==> src/rtl/hart_imem_arbiter_pkg.sv <==
// Shared types and helpers for the hart instruction-memory arbiter.
package arvi_arb_pkg;

  typedef enum logic [1:0] {
    ARB_IDLE = 2'd0,
    ARB_BUSY = 2'd1,
    ARB_RESP = 2'd2
  } arb_state_t;

  // Index width that never collapses to zero bits for a single hart.
  function automatic int clog2_min1(input int n);
    return (n > 1) ? $clog2(n) : 1;
  endfunction

endpackage

==> src/rtl/hart_imem_arbiter_rr_picker.sv <==
// Combinational round-robin picker: first requester at or after ptr_i, wrapping.
module rr_picker
  import arvi_arb_pkg::*;
#(
  parameter int NUM_HARTS = 2,
  localparam int IDX_W = clog2_min1(NUM_HARTS)
) (
  input  logic [NUM_HARTS-1:0] req_i,
  input  logic [IDX_W-1:0]     ptr_i,
  output logic                 valid_o,
  output logic [IDX_W-1:0]     idx_o
);

  logic [IDX_W-1:0] cand;

  // Scan from the farthest offset down so the nearest requester wins last.
  always_comb begin
    valid_o = 1'b0;
    idx_o   = '0;
    cand    = '0;
    for (int k = NUM_HARTS - 1; k >= 0; k--) begin
      cand = IDX_W'((int'(ptr_i) + k) % NUM_HARTS);
      if (req_i[cand]) begin
        valid_o = 1'b1;
        idx_o   = cand;
      end
    end
  end

endmodule

==> src/rtl/hart_imem_arbiter.sv <==
// Round-robin arbiter sharing one instruction-memory port among NUM_HARTS fetch ports.
module hart_imem_arbiter
  import arvi_arb_pkg::*;
#(
  parameter int NUM_HARTS = 2,
  parameter int XLEN      = 32,
  localparam int IDX_W    = clog2_min1(NUM_HARTS)
) (
  input  logic                      i_clk,
  input  logic                      i_rst,
  input  logic [NUM_HARTS-1:0]      i_IC_DataReq,
  input  logic [NUM_HARTS*XLEN-1:0] i_IM_Addr,
  output logic [NUM_HARTS-1:0]      o_IC_MemReady,
  output logic [NUM_HARTS*XLEN-1:0] o_IM_Instr,
  output logic                      o_IC_DataReq,
  output logic [XLEN-1:0]           o_IM_Addr,
  input  logic                      i_IC_MemReady,
  input  logic [XLEN-1:0]           i_IM_Instr,
  output logic [IDX_W-1:0]          o_grant,
  output logic                      o_busy
);

  arb_state_t                state_q, state_d;
  logic [IDX_W-1:0]          rr_ptr_q, rr_ptr_d;
  logic [IDX_W-1:0]          grant_q, grant_d;
  logic [XLEN-1:0]           addr_q, addr_d;
  logic [NUM_HARTS*XLEN-1:0] instr_q, instr_d;
  logic                      pick_vld;
  logic [IDX_W-1:0]          pick_idx;

  function automatic logic [IDX_W-1:0] next_ptr(input logic [IDX_W-1:0] g);
    return IDX_W'((int'(g) + 1) % NUM_HARTS);
  endfunction

  rr_picker #(
    .NUM_HARTS(NUM_HARTS)
  ) u_picker (
    .req_i   (i_IC_DataReq),
    .ptr_i   (rr_ptr_q),
    .valid_o (pick_vld),
    .idx_o   (pick_idx)
  );

  always_comb begin
    state_d  = state_q;
    rr_ptr_d = rr_ptr_q;
    grant_d  = grant_q;
    addr_d   = addr_q;
    instr_d  = instr_q;
    case (state_q)
      ARB_IDLE: begin
        if (pick_vld) begin
          grant_d = pick_idx;
          addr_d  = i_IM_Addr[int'(pick_idx)*XLEN +: XLEN];
          state_d = ARB_BUSY;
        end
      end
      ARB_BUSY: begin
        if (i_IC_MemReady) begin
          instr_d[int'(grant_q)*XLEN +: XLEN] = i_IM_Instr;
          state_d = ARB_RESP;
        end
      end
      ARB_RESP: begin
        rr_ptr_d = next_ptr(grant_q);
        state_d  = ARB_IDLE;
      end
      default: state_d = ARB_IDLE;
    endcase
  end

  always_ff @(posedge i_clk) begin
    if (i_rst) begin
      state_q  <= ARB_IDLE;
      rr_ptr_q <= '0;
      grant_q  <= '0;
      addr_q   <= '0;
      instr_q  <= '0;
    end else begin
      state_q  <= state_d;
      rr_ptr_q <= rr_ptr_d;
      grant_q  <= grant_d;
      addr_q   <= addr_d;
      instr_q  <= instr_d;
    end
  end

  // Strobe is masked by reset so a response abandoned mid-flight never reaches a hart.
  always_comb begin
    o_IC_MemReady = '0;
    if (state_q == ARB_RESP && !i_rst) o_IC_MemReady[grant_q] = 1'b1;
  end

  assign o_IC_DataReq = (state_q == ARB_BUSY);
  assign o_IM_Addr    = addr_q;
  assign o_IM_Instr   = instr_q;
  assign o_grant      = grant_q;
  assign o_busy       = (state_q != ARB_IDLE);

endmodule

==> config.mk <==
export PLATFORM = sky130hd
export DESIGN_NAME = hart_imem_arbiter
export DESIGN_NICKNAME = d
export VERILOG_FILES = /design/src/rtl/hart_imem_arbiter_pkg.sv /design/src/rtl/hart_imem_arbiter_rr_picker.sv /design/src/rtl/hart_imem_arbiter.sv
export SDC_FILE = /design/constraint.sdc
export NUM_CORES = 1
export LEC_CHECK = 0
export CORE_UTILIZATION = 40
export DETAILED_ROUTE_END_ITERATION = 8
export PLACE_DENSITY = 0.87
export SLEW_MARGIN = 30
export SYNTH_ARGS = -nofsm -noshare
export SYNTH_HDL_FRONTEND = slang
export SYNTH_SLANG_ARGS = --single-unit
==> constraint.sdc <==
create_clock -name i_clk -period 2.8 [get_ports i_clk]
set_input_delay 0.42 -clock i_clk [delete_from_list [all_inputs] [get_ports i_clk]]
set_output_delay 0.42 -clock i_clk [all_outputs]
set_load 0.05 [all_outputs]
After elaboration in Yosys (flattened, before gate mapping)
Cells that the tools add are included.
- flip-flop bits (word level): 100
- bits of input ports: 101
- output and inout bits: 101
- logic and storage cells: 42
- add/subtract/negate cells: 3
- $lt $le $gt $ge: 4
- equality and inequality tests: 4
- shift operators: 3
- muxes and demuxes: 15
- reduce and logical (&&, ||, !) cells: 8
- operator list (kind ; count):
    64-bit bitwise mux ; 1
    32-bit by 33-bit variable shift with 64-bit output, first input constant ; 1
    32-bit by 33-bit variable part select with 64-bit output ; 1
    64-bit by 7-bit variable part select with 32-bit output ; 1
    6-bit negator with 33-bit output ; 1
    1-bit two-way mux ; 9
    1-bit by 2-bit < comparator with 1-bit output, second input constant ; 3
    2-bit two-way mux ; 3
    2-bit AND reduction ; 3
    2-bit case mux with 2 select lines ; 1
    1-bit adder, second input constant ; 2
    2-bit by 1-bit == test with 1-bit output, second input constant ; 1
    2-bit == test, second input constant ; 1
    1-bit logical AND ; 2
    2-bit logical NOT ; 1
    2-bit by 1-bit inequality test with 1-bit output, second input constant ; 1
    2-bit inequality test, second input constant ; 1
    2-bit nonzero test ; 1
    1-bit demux with 1-bit select ; 1
    1-bit greater-or-equal comparator, second input constant ; 1
    1-bit logical NOT ; 1

Logic depth before layout (Yosys ltp)
- depth in word-level cells: 7
- depth in mapped cells: 6
- gate-level depth less buffers: 4

By module
Synthesis repeated with hierarchy kept, for this count alone.
- cell total of the unflattened synthesis: 449
- area total of the unflattened synthesis: 3968.8 µm²
- modules (own cells, without submodules) (module ; instances ; cells an instance ; area an instance (µm²) ; seq. area each (µm²)):
    hart_imem_arbiter ; 1 ; 446 ; 3951.3 ; 2001.9
    rr_picker ; 1 ; 3 ; 17.5 ; 0.0

Least setup slack after synthesis
Ideal clock, no wire load.
- path type: register -> output
- from: register grant_q (netlist: o_grant)
- to: output port o_IC_MemReady[1]
- arrival: 1936 ps
- required time: 2380 ps
- setup slack: 444 ps
- cell stages (with the launch flop): 2
- buffers on the path: 0
- cell sequence: dfxtp_1 nor3b_1
- longest elaborated chain between the ends: 5
- elaborated cells on any way between the ends: 6
- classes of those cells: order compare: 2; mux: 3; reduce/logical: 1
- ends and longest elaborated chain (what ; line ; text):
    start: declaration ; hart_imem_arbiter.sv:25 ; logic [IDX_W-1:0] grant_q, grant_d;
    start signal: assignment ; hart_imem_arbiter.sv:82 ; grant_q <= grant_d;
    1-bit by 2-bit < comparator with 1-bit output (not written as such) or 1-bit greater-or-equal comparator (tied branches) ; hart_imem_arbiter.sv:91 ; if (state_q == ARB_RESP && !i_rst) o_IC_MemReady[grant_q] = 1'b1;
    1-bit logical AND (not written as such) ; hart_imem_arbiter.sv:91 ;
    1-bit two-way mux (not written as such) ; hart_imem_arbiter.sv:91 ;
    1-bit demux with 1-bit select * ; hart_imem_arbiter.sv:91 ;
    2-bit two-way mux * ; hart_imem_arbiter.sv:91 ;
    end: declaration ; hart_imem_arbiter.sv:13 ; output logic [NUM_HARTS-1:0] o_IC_MemReady,
Every way passes the cells marked *; elsewhere a longest branch is shown, timed or not.

Worst setup path in the final report
- from: register state_q[1]
- to: output port o_IC_MemReady[1]
- longest elaborated chain between the ends: 3
- ends and longest elaborated chain (what ; line ; text):
    start: declaration ; hart_imem_arbiter.sv:23 ; arb_state_t state_q, state_d;
    start signal: assignment ; hart_imem_arbiter.sv:80 ; state_q <= state_d;
    2-bit == test ; hart_imem_arbiter.sv:91 ;
    1-bit logical AND ; hart_imem_arbiter.sv:91 ;
    2-bit two-way mux ; hart_imem_arbiter.sv:91 ;
No other way between the ends.

==> flow_metrics.py <==
metrics = {
    "cells_and_area": {
        "syn_to_final_growth_pct": 48.0,
        "drive_gt1_frac": 0.197,
        "fin_nets": 770,
        "final_cell_mix": "clkdlybuf4s50_1, nand2_1, dfxtp_1, a21oi_2",
        "final_common_cell": "clkdlybuf4s50_1",
        "final_core_utilization": 0.613,
        "insertedDiodeCount": 0,
    },
    "route": {
        "vias_per_cell": 5.30,
        "ant_nets": 0,
        "drc_errors": 0,
        "num_vias": 4315,
        "routed_wl_microns": 13000,
        "drt_pass1_iterations": 4,
        "wl_per_cell_microns": 16.0,
        "drtIter0Drc": 268,
    },
    "sta": {
        "maxSlewViolCount": 0,
        "setup_violations": 0,
        "setup_ws_ns": 0.226,
        "max-slew-margin-rel": 0.436,
        "rsz0062_at_grt": "no",
        "hold_violations": 0,
        "worst_pin_slew_ns": 0.845,
        "timing.fmax_mhz": 389,
        "tns_ns": 0,
        "fin_skew_ns": 0.0107,
        "post-route-period-util": 0.919,
        "post-route-min-period_ns": 2.57,
    },
    "worst_hold_path": {
        "timing.hold.worst.start": "o_IM_Instr[43]",
        "holdPathEnd": "o_IM_Instr[43]",
        "min_path_cells": 2,
        "hold_class": "flop to flop",
    },
    "worst_setup_path": {
        "cp_slowest_cell": "clkdlybuf4s50_1",
        "reg2reg_depth": 4,
        "cpPeakStageDelay_ns": 0.83,
        "start_kind": "flop",
        "r2r-end": "o_IM_Addr[0]",
        "r2r-start": "state_q[1]",
        "arrival_ns": 2.15,
        "cp_max_fo": 8,
        "crit_chain": "or2b_2 -> nor3b_1 -> clkdlybuf4s50_1",
        "cp-startpoint": "state_q[1]",
        "r2r_slack_ns": 1.28,
        "cp.required_ns": 2.38,
        "critPathKind": "flop to output port",
        "cp-end-kind": "output port",
    },
    "floorplanning": {
        "start_util": 0.414,
        "core-area_sq_mm": 0.0109,
        "die_h_microns": 108,
        "dieArea_sq_mm": 0.0118,
        "io_pins": 202,
        "die_width_microns": 108,
        "rows": 38,
    },
    "grt": {
        "grt_usage": 0.221,
        "grt_max_degree": 52,
        "antenna_found_initial": 0,
        "grt_overflow": 0,
        "grt_pass1_wl_microns": 20600,
        "grt_pass1_vias": 4238,
    },
    "yosys": {
        "synth_top_area_share": 0.442,
        "synth_top_area_cell": "dfxtp_1",
        "ys_ff_latch": 100,
        "syn-cell-area_sq_mm": 0.00453,
        "synth_fp_nets": 597,
        "ys_seq_area_frac": 0.442,
        "synth-warning-count": 0,
        "ys_top_cells_by_area": "dfxtp_1, a21oi_2, nand2_1, a311oi_1, nand3_1",
        "ys_types": 34,
        "syn_inst": 496,
        "synth_area_per_cell_sq_um": 9.13,
    },
    "pwr": {
        "p_seq_frac": 0.411,
        "power_frac_clock": 0.334,
        "ir_worst_vdd_v": 0.000261,
        "pwr-share-comb": 0.255,
        "p_int_mw": 2.60,
        "power.switching_mw": 1.21,
        "finalPower_mw": 3.81,
        "p_leak_nw": 2.16,
        "cellPowerDensity_mw_per_mm2": 568,
        "p_sw_frac": 0.318,
    },
    "placed_design": {
        "io_buffers": 201,
        "dp_hpwl_microns": 9130,
        "pre_cts_slack_ns": 0.582,
        "gp_congestion": 0.763,
    },
    "clocking": {
        "hold_buffers": 0,
        "tritoncts": "yes",
        "cts_made_buffers": 9,
        "cts.clk_slew.worst_paths_ns": 0.07,
        "cts_root_buffer": "clkbuf_16",
        "htree_levels": 3,
        "max-clock-path-buffers": 2,
        "clock_latency_ns": 0.33,
        "clock-sinks": 100,
        "postCtsSetupBuffers": 0,
        "cts_resized": 0,
    },
    "status": {
        "status": "complete, no violations",
    },
    "run": {
        "cap_violations": 0,
    },
}
registers in the layout (all words and copies together) (netlist names):
name	count
state_q	2
rr_ptr_q	1
o_IM_Addr	32
o_grant	1
o_IM_Instr	64
power groups by stage:
stage	Clock, mW	Sequential [mW]	Combinational [mW]
after global routing	1.36	1.58	1.02
after floorplan	0	1.87	0.352
after detailed placement	0	1.60	0.968
after global placement	0	1.59	0.952
final	1.27	1.57	0.969
after CTS	1.30	1.57	0.971
critical path, delay by kind of cell (launching register included):
| family | cells | cell delay (ns) |
|---|---|---|
| AND/OR/NAND/NOR | 2 | 0.54 |
| buffers and inverters | 1 | 0.83 |
| flip-flops | 1 | 0.46 |
cell type report:
class | instances | area (sq um)
Tap cell | 140 | 175
Clock buffer | 10 | 229
Multi-Input combinational cell | 343 | 2120
Fill cell | 938 | 4230
Clock inverter | 6 | 76.3
Timing Repair Buffer | 212 | 2090
Inverter | 3 | 11.3
Sequential cell | 100 | 2000
worst max-delay path by stage:
stage / slack (ns) / cells after the start / end
floorplan: 0.44 / 1 / o_IC_MemReady[1]
global placement: 0.59 / 3 / o_IC_MemReady[1]
detailed placement: 0.58 / 3 / o_IC_MemReady[1]
CTS: 0.21 / 3 / o_IC_MemReady[1]
global route: 0.13 / 3 / o_IC_MemReady[1]
finish: 0.23 / 3 / o_IC_MemReady[1]
cells in the mapped netlist, drive strengths merged:
cell	number
nand2	128
dfxtp	100
a21oi	98
buf	35
nand3	33
o21ai	33
a311oi	32
clkbuf	15
nor2	5
inv	3
nor3b	3
and2b	2
a22oi	1
and4b	1
and4bb	1
nand2b	1
nand4b	1
nand4bb	1
nor3	1
or2	1
or2b	1
per-stage QoR:
step	area, sq um	std cells	hold WS, ns
floorplan	4530	496	0.463
global placement	6400	798	0.444
detailed placement	6400	798	0.451
CTS	6700	814	0.464
global route	6700	814	0.485
finish	6700	814	0.463
logic make-up (layout without fill, tap and decap cells):
family,after synthesis,after routing,share of synthesized area
flops,100,100,0.442
buf+inv,53,231,0.0900
simple gates,179,179,0.175
compound gates,164,164,0.293
metal layers:
metal	global-route usage	vias to the layer above	wire, microns
met5	0	-	0
met4	0.0782	0	208
met3	0.0585	16	966
met2	0.376	171	6410
met1	0.267	2063	5430
li1	-	2065	-
Note: power is estimated with default switching activity, not from simulation.
